**src/rtl/ifetch_unit_pkg.sv**
```systemverilog
// Shared constants and types for the instruction-fetch unit.
package ifetch_unit_pkg;

    localparam logic [31:0] RESET_PC_DEFAULT = 32'h8000_0000;
    localparam logic [31:0] NOP_INST         = 32'h0000_0013;
    localparam logic [31:0] INST_BYTES       = 32'd4;

    typedef enum logic [1:0] {
        S_IDLE,
        S_FETCH,
        S_DRAIN
    } ifu_state_e;

    // One buffered instruction as presented to decode.
    typedef struct packed {
        logic [31:0] pc;
        logic [31:0] inst;
    } fetch_entry_t;

    // Sequential fetch address; wraps at 2^32.
    function automatic logic [31:0] next_pc(input logic [31:0] pc);
        return pc + INST_BYTES;
    endfunction

endpackage

```
**src/rtl/ifetch_unit_if.sv**
```systemverilog
// Fetch-unit bus bundle: backend redirect, icache request/response, decode output.
// master = fetch unit side, slave = environment (icache + backend + decode).
interface ifetch_unit_if;

    logic        redirect_valid;
    logic [31:0] redirect_pc;

    logic        req_valid;
    logic        req_ready;
    logic [31:0] req_addr;

    logic        rsp_valid;
    logic        rsp_ready;
    logic [31:0] rsp_data;

    logic        out_valid;
    logic        out_ready;
    logic [31:0] out_pc;
    logic [31:0] out_inst;

    modport master (
        input  redirect_valid, redirect_pc,
        output req_valid, req_addr,
        input  req_ready,
        input  rsp_valid, rsp_data,
        output rsp_ready,
        output out_valid, out_pc, out_inst,
        input  out_ready
    );

    modport slave (
        output redirect_valid, redirect_pc,
        input  req_valid, req_addr,
        output req_ready,
        output rsp_valid, rsp_data,
        input  rsp_ready,
        input  out_valid, out_pc, out_inst,
        output out_ready
    );

endinterface

```
**src/rtl/ifetch_unit_fifo.sv**
```systemverilog
// ifu_sync_fifo: synchronous FIFO with flush, occupancy count and full/empty flags.
// Push while full is accepted only when a pop frees the slot in the same cycle.
module ifu_sync_fifo #(
    parameter int unsigned WIDTH = 32,
    parameter int unsigned DEPTH = 2
) (
    input  logic                       clk,
    input  logic                       rstn,
    input  logic                       push_i,
    input  logic                       pop_i,
    input  logic                       flush_i,
    input  logic [WIDTH-1:0]           data_i,
    output logic [WIDTH-1:0]           data_o,
    output logic [$clog2(DEPTH+1)-1:0] count_o,
    output logic                       full_o,
    output logic                       empty_o
);

    localparam int unsigned AW = (DEPTH > 1) ? $clog2(DEPTH) : 1;
    localparam int unsigned CW = $clog2(DEPTH + 1);

    logic [WIDTH-1:0] mem_q [DEPTH];
    logic [AW-1:0]    wr_ptr_q;
    logic [AW-1:0]    rd_ptr_q;
    logic [CW-1:0]    count_q;
    logic             do_push;
    logic             do_pop;

    // Explicit wrap so non-power-of-two depths also work.
    function automatic logic [AW-1:0] ptr_inc(input logic [AW-1:0] ptr);
        return (ptr == AW'(DEPTH - 1)) ? '0 : ptr + AW'(1);
    endfunction

    assign empty_o = (count_q == '0);
    assign full_o  = (count_q == CW'(DEPTH));
    assign count_o = count_q;
    assign data_o  = mem_q[rd_ptr_q];
    assign do_pop  = pop_i && !empty_o;
    assign do_push = push_i && (!full_o || do_pop);

    // Pointer and occupancy bookkeeping; flush wins over push/pop.
    always_ff @(posedge clk or negedge rstn) begin
        if (!rstn) begin
            wr_ptr_q <= '0;
            rd_ptr_q <= '0;
            count_q  <= '0;
        end else if (flush_i) begin
            wr_ptr_q <= '0;
            rd_ptr_q <= '0;
            count_q  <= '0;
        end else begin
            if (do_push) wr_ptr_q <= ptr_inc(wr_ptr_q);
            if (do_pop)  rd_ptr_q <= ptr_inc(rd_ptr_q);
            if (do_push && !do_pop)      count_q <= count_q + CW'(1);
            else if (!do_push && do_pop) count_q <= count_q - CW'(1);
        end
    end

    // Storage array; contents need no reset since occupancy gates visibility.
    always_ff @(posedge clk) begin
        if (do_push && !flush_i) mem_q[wr_ptr_q] <= data_i;
    end

endmodule

```
**src/rtl/ifetch_unit.sv**
```systemverilog
// ifetch_unit: sequential-PC instruction fetch initiator with response tagging,
// instruction buffer toward decode, and redirect flush/drain.
// Optional feature macro: IFETCH_PERF_EN adds perf_fetch_cnt / perf_drop_cnt outputs.
module ifetch_unit
    import ifetch_unit_pkg::*;
#(
    parameter logic [31:0] RESET_PC        = RESET_PC_DEFAULT,
    parameter int unsigned BUF_DEPTH       = 4,
    parameter int unsigned MAX_OUTSTANDING = 2
) (
    input  logic          clk,
    input  logic          rstn,
    ifetch_unit_if.master bus
`ifdef IFETCH_PERF_EN
    ,
    output logic [31:0]   perf_fetch_cnt,
    output logic [31:0]   perf_drop_cnt
`endif
);

    localparam int unsigned OW = $clog2(MAX_OUTSTANDING + 1);
    localparam int unsigned BW = $clog2(BUF_DEPTH + 1);

    ifu_state_e   state_q;
    logic [31:0]  fetch_pc_q;
    logic [OW-1:0] outstanding_q;
    logic [OW-1:0] outstanding_d;
    logic [OW-1:0] drop_cnt_q;

    logic         credit_ok;
    logic         req_valid;
    logic         req_fire;
    logic         rsp_fire;
    logic         rsp_keep;
    logic         out_valid;
    logic         out_fire;

    logic [31:0]  tag_head;
    logic [OW-1:0] tag_count;
    logic         tag_full;
    logic         tag_empty;

    fetch_entry_t buf_wdata;
    fetch_entry_t buf_rdata;
    logic [BW-1:0] buf_count;
    logic         buf_full;
    logic         buf_empty;

    logic         unused_fifo_flags;

    // Buffer slots are reserved at request time, so the buffer can never overflow.
    assign credit_ok = (32'(outstanding_q) < MAX_OUTSTANDING) &&
                       (32'(outstanding_q) + 32'(buf_count) < BUF_DEPTH);
    assign req_valid = (state_q == S_FETCH) && credit_ok && !bus.redirect_valid;
    assign req_fire  = req_valid && bus.req_ready;
    assign rsp_fire  = bus.rsp_valid && rstn;
    assign rsp_keep  = rsp_fire && (state_q == S_FETCH) && !bus.redirect_valid;
    assign out_valid = !buf_empty && !bus.redirect_valid;
    assign out_fire  = out_valid && bus.out_ready;

    assign bus.req_valid = req_valid;
    assign bus.req_addr  = fetch_pc_q;
    assign bus.rsp_ready = rstn;
    assign bus.out_valid = out_valid;
    assign bus.out_pc    = buf_rdata.pc;
    assign bus.out_inst  = buf_rdata.inst;

    assign buf_wdata.pc   = tag_head;
    assign buf_wdata.inst = bus.rsp_data;

    assign unused_fifo_flags = &{1'b0, tag_count, tag_full, tag_empty, buf_full};

    ifu_sync_fifo #(
        .WIDTH (32),
        .DEPTH (MAX_OUTSTANDING)
    ) u_tag_fifo (
        .clk     (clk),
        .rstn    (rstn),
        .push_i  (req_fire),
        .pop_i   (rsp_keep),
        .flush_i (bus.redirect_valid),
        .data_i  (fetch_pc_q),
        .data_o  (tag_head),
        .count_o (tag_count),
        .full_o  (tag_full),
        .empty_o (tag_empty)
    );

    ifu_sync_fifo #(
        .WIDTH (64),
        .DEPTH (BUF_DEPTH)
    ) u_inst_buf (
        .clk     (clk),
        .rstn    (rstn),
        .push_i  (rsp_keep),
        .pop_i   (out_fire),
        .flush_i (bus.redirect_valid),
        .data_i  (buf_wdata),
        .data_o  (buf_rdata),
        .count_o (buf_count),
        .full_o  (buf_full),
        .empty_o (buf_empty)
    );

    // Accepted-but-unanswered count; stale responses still retire a slot.
    always_comb begin
        outstanding_d = outstanding_q;
        if (req_fire && !rsp_fire) begin
            outstanding_d = outstanding_q + OW'(1);
        end else if (!req_fire && rsp_fire && (outstanding_q != '0)) begin
            outstanding_d = outstanding_q - OW'(1);
        end
    end

    // Fetch FSM: PC generation, redirect capture and stale-response drain.
    always_ff @(posedge clk or negedge rstn) begin
        if (!rstn) begin
            state_q       <= S_IDLE;
            fetch_pc_q    <= RESET_PC;
            outstanding_q <= '0;
            drop_cnt_q    <= '0;
        end else begin
            outstanding_q <= outstanding_d;
            if (bus.redirect_valid) begin
                // A response firing this cycle is already excluded from outstanding_d.
                fetch_pc_q <= bus.redirect_pc;
                drop_cnt_q <= outstanding_d;
                state_q    <= (outstanding_d != '0) ? S_DRAIN : S_FETCH;
            end else begin
                if (req_fire) fetch_pc_q <= next_pc(fetch_pc_q);
                unique case (state_q)
                    S_IDLE:  state_q <= S_FETCH;
                    S_FETCH: state_q <= S_FETCH;
                    S_DRAIN: begin
                        if (drop_cnt_q == '0) begin
                            state_q <= S_FETCH;
                        end else if (rsp_fire) begin
                            drop_cnt_q <= drop_cnt_q - OW'(1);
                            if (drop_cnt_q == OW'(1)) state_q <= S_FETCH;
                        end
                    end
                    default: state_q <= S_IDLE;
                endcase
            end
        end
    end

`ifdef IFETCH_PERF_EN
    logic [31:0] perf_fetch_q;
    logic [31:0] perf_drop_q;
    logic        rsp_drop;

    assign rsp_drop       = rsp_fire && !rsp_keep;
    assign perf_fetch_cnt = perf_fetch_q;
    assign perf_drop_cnt  = perf_drop_q;

    // Delivered-instruction and discarded-work counters.
    always_ff @(posedge clk or negedge rstn) begin
        if (!rstn) begin
            perf_fetch_q <= '0;
            perf_drop_q  <= '0;
        end else begin
            if (out_fire) perf_fetch_q <= perf_fetch_q + 32'd1;
            perf_drop_q <= perf_drop_q + 32'(rsp_drop) +
                           (bus.redirect_valid ? 32'(buf_count) : 32'd0);
        end
    end
`endif

endmodule
```
**src/flat_wrapper.sv**
```systemverilog
// flat-port wrapper written by rule: the top's interface ports become plain ports
module ifetch_unit_flat import ifetch_unit_pkg::*;
#(
    parameter logic [31:0] RESET_PC        = RESET_PC_DEFAULT,
    parameter int unsigned BUF_DEPTH       = 4,
    parameter int unsigned MAX_OUTSTANDING = 2
)
  (clk, rstn, bus_redirect_valid, bus_redirect_pc, bus_req_valid, bus_req_addr, bus_req_ready, bus_rsp_valid, bus_rsp_data, bus_rsp_ready, bus_out_valid, bus_out_pc, bus_out_inst, bus_out_ready);
  ifetch_unit_if bus_i ();
  input  logic clk;
  input  logic rstn;
  input wire logic [$bits(bus_i.redirect_valid)-1:0] bus_redirect_valid;
  input wire logic [$bits(bus_i.redirect_pc)-1:0] bus_redirect_pc;
  output wire logic [$bits(bus_i.req_valid)-1:0] bus_req_valid;
  output wire logic [$bits(bus_i.req_addr)-1:0] bus_req_addr;
  input wire logic [$bits(bus_i.req_ready)-1:0] bus_req_ready;
  input wire logic [$bits(bus_i.rsp_valid)-1:0] bus_rsp_valid;
  input wire logic [$bits(bus_i.rsp_data)-1:0] bus_rsp_data;
  output wire logic [$bits(bus_i.rsp_ready)-1:0] bus_rsp_ready;
  output wire logic [$bits(bus_i.out_valid)-1:0] bus_out_valid;
  output wire logic [$bits(bus_i.out_pc)-1:0] bus_out_pc;
  output wire logic [$bits(bus_i.out_inst)-1:0] bus_out_inst;
  input wire logic [$bits(bus_i.out_ready)-1:0] bus_out_ready;
  assign bus_i.redirect_valid = bus_redirect_valid;
  assign bus_i.redirect_pc = bus_redirect_pc;
  assign bus_req_valid = bus_i.req_valid;
  assign bus_req_addr = bus_i.req_addr;
  assign bus_i.req_ready = bus_req_ready;
  assign bus_i.rsp_valid = bus_rsp_valid;
  assign bus_i.rsp_data = bus_rsp_data;
  assign bus_rsp_ready = bus_i.rsp_ready;
  assign bus_out_valid = bus_i.out_valid;
  assign bus_out_pc = bus_i.out_pc;
  assign bus_out_inst = bus_i.out_inst;
  assign bus_i.out_ready = bus_out_ready;
  ifetch_unit #(.RESET_PC(RESET_PC), .BUF_DEPTH(BUF_DEPTH), .MAX_OUTSTANDING(MAX_OUTSTANDING)) u_core (.clk(clk), .rstn(rstn), .bus(bus_i));
endmodule
```
**config.mk**
```make
export PLATFORM = sky130hd
export DESIGN_NAME = ifetch_unit_flat
export DESIGN_NICKNAME = d
export VERILOG_FILES = /design/src/rtl/ifetch_unit_pkg.sv /design/src/rtl/ifetch_unit_if.sv /design/src/rtl/ifetch_unit_fifo.sv /design/src/rtl/ifetch_unit.sv /design/src/flat_wrapper.sv
export SDC_FILE = /design/constraint.sdc
export NUM_CORES = 1
export LEC_CHECK = 0
export ABC_AREA = 1
export CAP_MARGIN = 20
export CORE_ASPECT_RATIO = 1.2
export CORE_UTILIZATION = 56
export DETAILED_ROUTE_END_ITERATION = 6
export PLACE_DENSITY = 0.84
export SLEW_MARGIN = 30
export SYNTH_ARGS = -nofsm -noshare
export SYNTH_HDL_FRONTEND = slang
export SYNTH_SLANG_ARGS = --single-unit
```
**constraint.sdc**
```tcl
create_clock -name clk -period 4.78 [get_ports clk]
set_input_delay 0.956 -clock clk [delete_from_list [all_inputs] [get_ports clk]]
set_output_delay 0.956 -clock clk [all_outputs]
set_load 0.01 [all_outputs]
```
==> results of run 1 <==
## critical path, delay by kind of cell, from the launching register on
kind | cells | cell delay (ps)
AOI/OAI and AO/OA | 2 | 370
buffers and inverters | 3 | 1720
DFF | 1 | 760
## power breakdown
| group | total [W] | switching [W] | internal, W |
|---|---|---|---|
| combinational | 0.00175 | 0.000981 | 0.000771 |
| clock | 0.00268 | 0.00109 | 0.00159 |
| sequential | 0.00388 | 0.000195 | 0.00369 |
| total | 0.00831 | 0.00227 | 0.00604 |
## layout make-up
class	instances	area, um2
sequential	369	10840
clock buffer	52	1023
inverter	63	240.2
fill	1705	8154
multi-input combinational	704	3799
timing repair buffer	183	1864
tap	335	419.2
clock inverter	8	90.09
## routing by layer
layer  up-vias  track usage  share of wire
met3        69      0.03914          0.078
met4         0      0.09347          0.031
met5         -            0              0
li1       4605            -              -
met1      4810       0.2858           0.39
met2       447       0.4115           0.50
## worst max-delay path by stage
stage	from	to	slack, ps	cells past startpoint
finish	u_core.u_inst_buf.rd_ptr_q[0]	bus_out_pc[24]	460	5
global route	u_core.u_inst_buf.rd_ptr_q[0]	bus_out_inst[6]	230	5
CTS	u_core.u_inst_buf.rd_ptr_q[0]	bus_out_pc[24]	450	5
detailed placement	bus_redirect_valid	u_core.u_inst_buf.mem_q[0][21]	770	7
global placement	bus_redirect_valid	u_core.u_inst_buf.mem_q[0][39]	860	7
floorplan	bus_redirect_valid	u_core.u_inst_buf.mem_q[0][0]	-2	6
## metrics by stage
step / area [um2] / worst slack (ps)
floorplan: 15110 / -2.315
global placement: 17160 / 857.4
detailed placement: 17160 / 765.7
CTS: 18280 / 453.6
global route: 18280 / 234.4
finish: 18280 / 458.0
## kinds of logic (layout without fill, tap and decap cells)
group | count (synthesis) | after routing | synth area share
xor gates and xnor gates | 23 | 23 | 0.01333
adders and majority gates | 10 | 10 | 0.008779
muxes | 32 | 32 | 0.02385
AOI/OAI and AO/OA | 233 | 233 | 0.08663
buffers and inverters | 120 | 306 | 0.03338
DFF | 369 | 369 | 0.7173
and+or+nand+nor | 406 | 406 | 0.1167
## sequential cells by signal (all words and copies together), names as in the netlist
name	cells
u_core.u_tag_fifo.mem_q	64
u_core.outstanding_q	2
u_core.bus.req_addr	32
u_core.u_inst_buf.mem_q	256
u_core.u_tag_fifo.wr_ptr_q	1
u_core.drop_cnt_q	2
u_core.u_inst_buf.wr_ptr_q	2
u_core.state_q	2
u_core.u_inst_buf.count_o	3
u_core.u_inst_buf.rd_ptr_q	2
u_core.u_tag_fifo.rd_ptr_q	1
u_core.u_tag_fifo.count_o	2
## layout by cell type (no fill, tap or decap), types with 8 or more instances in the layout
cell	n
o21ai_0	142
inv_1	52
inv_2	8
nor2_1	167
clkdlybuf4s50_1	167
xor2_1	19
ha_1	9
nand3_1	35
o211ai_1	9
edfxtp_1	320
clkbuf_1	12
nand4_1	10
dfrtp_1	46
o22ai_1	66
nor2_2	9
mux2_2	32
clkbuf_16	38
nand2_1	153
buf_4	9
==> reports/summary.txt, run 1 <==
post-synth top area share -> 0.6361
YS warnings -> 0
Peak VDD IR -> 0.2778 mV
worst path arrival time -> 3370 ps
chip height -> 181.9 um
required time of the worst setup path -> 3820 ps
root cell of the clock tree -> clkbuf_16
Placed Cells -> 1654
largest net degree at the start of global routing -> 77
unrepaired setup endpoints after global routing -> no
Worst Path Max Fanout -> 54
top-count cell post-synth -> edfxtp_1
Mapped Avg Cell Area -> 12.66 um2
Ant. Diodes -> 0
post-layout util -> 0.6915
Post-synth top cells -> 320 x edfxtp_1, 172 x nor2_1, 153 x nand2_1, 142 x o21ai_0, 66 x o22ai_1
Total GRT Usage -> 0.2327
R2R cell count -> 9
# DRC -> 26
hold path endpoint -> u_core.drop_cnt_q[1]
syn_nets -> 1273
Post-Route Setup TNS -> 0 ps
Tot Pwr -> 0.008311 W
antenna-violating nets left -> 0
Iter 0 DRT Violations -> 792
register area share after synthesis -> 0.7173
Slew Viols, Final -> 0
layout cells sized above 1 -> 0.1030
largest cells by area after synthesis -> edfxtp_1 64%, dfrtp_1 8.0%, o21ai_0 4.7%
Achievable Freq -> 231.4 MHz
final hold violation count -> 0
R2R Setup Slk -> 2190 ps
# Max-Cap Violations -> 0
post-DR vias/cell -> 5.794
Hold Path Depth -> 2
Startpoint Class -> flip-flop
area grow syn2layout -> 20.99%
Clock Skew -> 14.70 ps
GP Congestion -> 0.9190
most common flop cell mapped by yosys -> edfxtp_1
asr flop ratio synth -> 0.1328
mapped cell area -> 15110 um2
max incr delay on CP -> 760 ps
Hold WC Path Type -> flip-flop to flip-flop
Synth area leader -> edfxtp_1
hold_sp -> u_core.drop_cnt_q[1]
num ports -> 169
WHS -> 523.0 ps
min Tclk post-route -> 4322 ps
Netlist cell types -> 47
Overflow after GRT -> 0
CORE AREA -> 26430 um2
DR vias -> 9931
Avg WL per Cell -> 18.54 um
Syn Inst Count -> 1193
chip width -> 151.9 um
initial antenna violation count -> 0
fin crit share -> 0.9042
critical path type -> flip-flop to output port
IO Port Bufs -> 168
worst rel slew slack -> 0.4334
Crit. End Element -> output port
Rows -> 65
worst-margin pin slew -> 848.7 ps
CTS Sinks -> 369
CTS tree -> done
Num CTS Buffers -> 35
Hold Buf Count CTS -> 0
Post-synth EDFFs -> 320
outcome -> complete, but fails checks
Post-CTS Setup Bufs -> 0
failing checks -> design-rule violations
Slowest-stage cell, CP -> dfrtp_4
CTS clk-pin slew, worst paths -> 60 ps
CTS H-tree lvls -> 2
final WL -> 31.77 mm
# resized after CTS -> 0
DR pass1 iterations -> 7
fin cells -> 1714
vias in the first global route -> 9788
PD cells -> 454.7 nW/um2
Final setup viols -> 0
r2r endpoint -> u_core.u_tag_fifo.mem_q[0][20]
P_leak -> 6.361 nW
Worst-Skew Late Latency -> 510 ps
Starting Density -> 0.5716
Final Net Count -> 1436
global-route wire length before repair -> 49.87 mm
CTS Buffer Depth -> 3
R2R Path Start -> u_core.outstanding_q[1]
final HPWL from detailed placement -> 19.44 mm
DIE AREA -> 27640 um2
Seq cells post-synth -> 369
worst-path cell chain -> clkinv_2 > buf_4 > o21ai_0 > o22ai_1 > clkdlybuf4s50_1
Power figures use the tool's default switching activity.
==> run 2, diff against run 1 <==
- CORE_UTILIZATION: 56 -> 58
- CTS_BUF_LIST: unset -> sky130_fd_sc_hd__clkbuf_2
- PLACE_DENSITY: 0.84 -> 0.87
- SKIP_LAST_GASP: unset -> 1
==> reports/summary.txt, run 2 (synthesized netlist as in run 1, its figures left out) <==
CTS tree -> done
Starting Density -> 0.5914
met1 Track Usage GR -> 0.2873
post-route setup slack -> 220.2 ps
most frequent cells in the layout -> 320 x edfxtp_1, 167 x nor2_1, 167 x clkdlybuf4s50_1
chip width -> 149.3 um
global-route wire length before repair -> 51.52 mm
antenna-violating nets left -> 0
Tot Pwr -> 0.007584 W
layout cells sized above 1 -> 0.1576
area grow syn2layout -> 19.28%
met2 GRT Util -> 0.4529
Slew Viols, Final -> 0
Final Net Count -> 1488
PD cells -> 420.9 nW/um2
CTS clk-pin slew, worst paths -> 120 ps
IO Port Bufs -> 168
initial antenna violation count -> 1
Final setup viols -> 0
P_leak -> 6.449 nW
grt peak-use layer -> met2
CTS Buffer Depth -> 3
Reg with most FFs -> u_core.u_inst_buf.mem_q
Crit. End Element -> output port
Clock Skew -> 58.90 ps
Post-Route Setup TNS -> 0 ps
Hold Buf Count CTS -> 0
worst rel slew slack -> 0.3889
Rows -> 64
required time of the worst setup path -> 3820 ps
DR vias -> 10120
min Tclk post-route -> 4560 ps
root cell of the clock tree -> clkbuf_2
chip height -> 178.8 um
Hold WC Path Type -> input port to asynchronous set/reset pin
final WL -> 33.14 mm
post-layout util -> 0.7054
CTS Sinks -> 369
Achievable Freq -> 219.3 MHz
most common cell after layout, fill and taps aside -> edfxtp_1
post-DR vias/cell -> 5.613
outcome -> finished, final reports clean
DR pass1 iterations -> 5
Startpoint Class -> flip-flop
GP Congestion -> 0.9138
CORE AREA -> 25540 um2
Worst-Skew Late Latency -> 860 ps
CTS H-tree lvls -> 3
# DRC -> 0
max reg flops -> 256
Post-CTS Setup Bufs -> 0
fin crit share -> 0.9539
critical path type -> flip-flop to output port
# Max-Cap Violations -> 0
Fill cells -> 1746
Total GRT Usage -> 0.2540
Place WS -> 1168 ps
Peak VDD IR -> 0.2943 mV
worst-margin pin slew -> 916.7 ps
Num CTS Buffers -> 84
DIE AREA -> 26700 um2
Iter 0 DRT Violations -> 612
GR Util met3 -> 0.05903
num ports -> 169
worst path arrival time -> 3600 ps
final hold violation count -> 0
Worst Path Max Fanout -> 94
unrepaired setup endpoints after global routing -> no
Overflow after GRT -> 0
largest net degree at the start of global routing -> 95
# resized after CTS -> 0
final HPWL from detailed placement -> 20.57 mm
vias in the first global route -> 10367
Avg WL per Cell -> 18.38 um
-- run 2: area by class of cell --
cell class | instances | area (um2) | share of cell area
flip-flops and latches | 369 | 10840 | 0.6016
multi-input cells | 704 | 3799 | 0.2108
repair buffers | 186 | 1949 | 0.1082
clock buffers | 121 | 605.6 | 0.03361
well taps | 330 | 412.9 | 0.02291
inverters | 63 | 240.2 | 0.01333
clock inverters | 29 | 168.9 | 0.009374
diodes | 1 | 2.502 | 0.0001389
-- run 2: final timing paths --
kind / startpoint / endpoint / slack [ps] / cells after the start
worst max-delay path: u_core.u_inst_buf.rd_ptr_q[0] / bus_out_pc[14] / 220 / 4
worst min-delay path: rstn / u_core.bus.req_addr[23] / 270 / 2
worst max register to register: u_core.outstanding_q[1] / u_core.u_tag_fifo.mem_q[0][8] / 2120 / 9
worst min register to register: u_core.drop_cnt_q[1] / u_core.drop_cnt_q[1] / 520 / 2
max in group asynchronous: rstn / u_core.u_inst_buf.rd_ptr_q[0] / 3960 / 2
min in group clk: u_core.drop_cnt_q[1] / u_core.drop_cnt_q[1] / 520 / 2
-- run 2: per-layer routing --
layer  routed length [um]  up-vias  share of wire
li1                     -     4750              -
met1                12730     4840           0.38
met2                17080      453           0.52
met3                 2399       77          0.072
met4                  940        0          0.028
met5                    0        -              0
-- run 2: power by group --
group / total, W / switching (W) / internal [W]
sequential: 0.00386 / 0.000182 / 0.00368
clock: 0.00197 / 0.00118 / 0.000789
combinational: 0.00176 / 0.000987 / 0.000769
-- run 2: metrics by stage --
stage | hold WS, ps | instances | area (um2)
3_3_place_gp | 483.4 | 1652 | 17240
2_1_floorplan | 465.5 | 1193 | 15110
4_1_cts | 278.5 | 1802 | 18020
3_5_place_dp | 497.3 | 1652 | 17240
5_1_grt | 288.8 | 1803 | 18020
6_report | 271.4 | 1803 | 18020
-- run 2: worst max-delay path: stages, from the launching register on --
cell	delay [ps]
dfrtp_4	670
buf_4	760
o21ai_0	240
o22ai_1	360
clkdlybuf4s50_1	610
==> run 3, diff against run 2 <==
- PLACE_DENSITY: 0.87 -> unset
- PLACE_DENSITY_LB_ADDON: unset -> 0.08
- SKIP_CTS_REPAIR_TIMING: unset -> 1
==> reports/summary.txt, run 3 (synthesized netlist as in run 1, its figures left out) <==
post-route setup slack -> 333.7 ps
antenna-violating nets left -> 0
Place WS -> 1089 ps
unrepaired setup endpoints after global routing -> no
Achievable Freq -> 224.9 MHz
Worst Path Max Fanout -> 59
Crit. End Element -> output port
met1 Track Usage GR -> 0.2933
final hold violation count -> 0
Peak VDD IR -> 0.2189 mV
CTS clk-pin slew, worst paths -> 90 ps
sequential fraction of design power -> 0.512
required time of the worst setup path -> 3820 ps
Clk pwr share -> 0.260
Placed Cells -> 1653
switching share of power -> 0.3040
Final setup viols -> 0
CTS Buffer Depth -> 3
Overflow after GRT -> 0
layout cells sized above 1 -> 0.1633
most common cell after layout, fill and taps aside -> edfxtp_1
WHS -> 359.1 ps
WP buf/inv -> 3
Reg with most FFs -> u_core.u_inst_buf.mem_q
max reg flops -> 256
PD cells -> 419.7 nW/um2
crit path launch -> u_core.u_inst_buf.rd_ptr_q[0]
Startpoint Class -> flip-flop
critical path type -> flip-flop to output port
CORE AREA -> 25540 um2
Slowest-stage cell, CP -> dfrtp_4
P_sw -> 0.002293 W
Final Net Count -> 1492
vias in the first global route -> 9901
global-route wire length before repair -> 48.56 mm
worst rel slew slack -> 0.4853
# Max-Cap Violations -> 0
GR Util met3 -> 0.04453
chip width -> 149.3 um
DR pass1 iterations -> 5
DR vias -> 9971
Clock Skew -> 69.19 ps
Slew Viols, Final -> 0
chip height -> 178.8 um
final WL -> 31.03 mm
Post-Route Setup TNS -> 0 ps
largest net degree at the start of global routing -> 81
fin cells -> 1813
R2R Path Start -> u_core.u_inst_buf.count_o[2]
final HPWL from detailed placement -> 18.72 mm
max incr delay on CP -> 700 ps
Fill cells -> 1870
Pint -> 0.005250 W
worst path arrival time -> 3490 ps
post-route cell area -> 17970 um2
CTS H-tree lvls -> 3
Worst-Skew Late Latency -> 860 ps
IO Port Bufs -> 168
Starting Density -> 0.5914
Avg WL per Cell -> 17.12 um
worst-path cell chain -> clkinv_2 > buf_4 > o21ai_0 > o22ai_1 > clkdlybuf4s50_1
# DRC -> 0
Num CTS Buffers -> 87
outcome -> finished, final reports clean
Iter 0 DRT Violations -> 541
Post-DP Area -> 17160 um2
CTS Sinks -> 369
met2 GRT Util -> 0.4062
P_leak -> 6.445 nW
post-DR vias/cell -> 5.500
Hold WC Path Type -> input port to asynchronous set/reset pin
num ports -> 169
fin crit share -> 0.9302
worst-margin pin slew -> 772.1 ps
most frequent cells in the layout -> 320 x edfxtp_1, 167 x nor2_1, 167 x clkdlybuf4s50_1
Crit path max-delay family -> buffers and inverters
min Tclk post-route -> 4446 ps
Total GRT Usage -> 0.2389
DIE AREA -> 26700 um2
initial antenna violation count -> 1
root cell of the clock tree -> clkbuf_2
grt peak-use layer -> met2
CTS tree -> done
GP Congestion -> 0.9471
Rows -> 64
Gate power share -> 0.228
area grow syn2layout -> 18.97%
==> run 3: cell count changes in the layout (fill, tap and decap cells not counted) <==
cell,change
buf_4,+8
buf_12,-7
clkinvlp_4,+3
bufinv_16,-1
clkinv_2,-4
clkbuf_2,+15
inv_2,-4
==> run 3: cell type report <==
type                    instances  area (um2)  area share
diodes                          1       2.502   0.0001392
clock buffers                 136       680.7     0.03787
clock inverters                23       126.4    0.007031
inverters                      63       240.2     0.01337
multi-input cells             704        3799      0.2114
flip-flops and latches        369       10840      0.6032
well taps                     330       412.9     0.02297
repair buffers                187        1869      0.1040
==> run 3: worst reg2reg max path: stages (launching register included) <==
cell and delay (ps):
dfrtp_1 470, inv_2 90, nand3_1 90, nand3_1 160
nand4_1 140, nand2_1 280, nor2_4 650, buf_12 290
==> run 3: power by group through the flow <==
stage / Sequential [W] / Combinational (W) / Clock, W
final: 0.00387 / 0.00172 / 0.00196
after floorplan: 0.00388 / 0.000964 / 0
after global routing: 0.00389 / 0.00189 / 0.00217
after detailed placement: 0.00393 / 0.00173 / 0
after CTS: 0.00386 / 0.00174 / 0.00202
after global placement: 0.00393 / 0.00169 / 0
==> run 3: worst paths after layout <==
kind	endpoint	slack, ps	cells after the start
worst max register to register	u_core.u_inst_buf.mem_q[3][20]	2300	7
worst min-delay path	u_core.u_inst_buf.count_o[1]	360	2
worst min register to register	u_core.drop_cnt_q[1]	510	2
max in group asynchronous	u_core.u_inst_buf.rd_ptr_q[0]	3890	2
min in group clk	u_core.drop_cnt_q[1]	510	2
worst max-delay path	bus_out_pc[28]	330	5
==> run 3: per-layer routing <==
metal  vias up  routed length, um
met4         0                991
met1      4758              12710
met2       354              15620
met3        80               1708
met5         -                  0
li1       4779                  -
==> run 3: metrics by stage <==
stage                     power (W)    util
after global routing       0.007946  0.7036
after detailed placement   0.005660  0.6719
final                      0.007543  0.7036
after floorplan            0.004840       -
after CTS                  0.007620  0.7035
after global placement     0.005620  0.6719
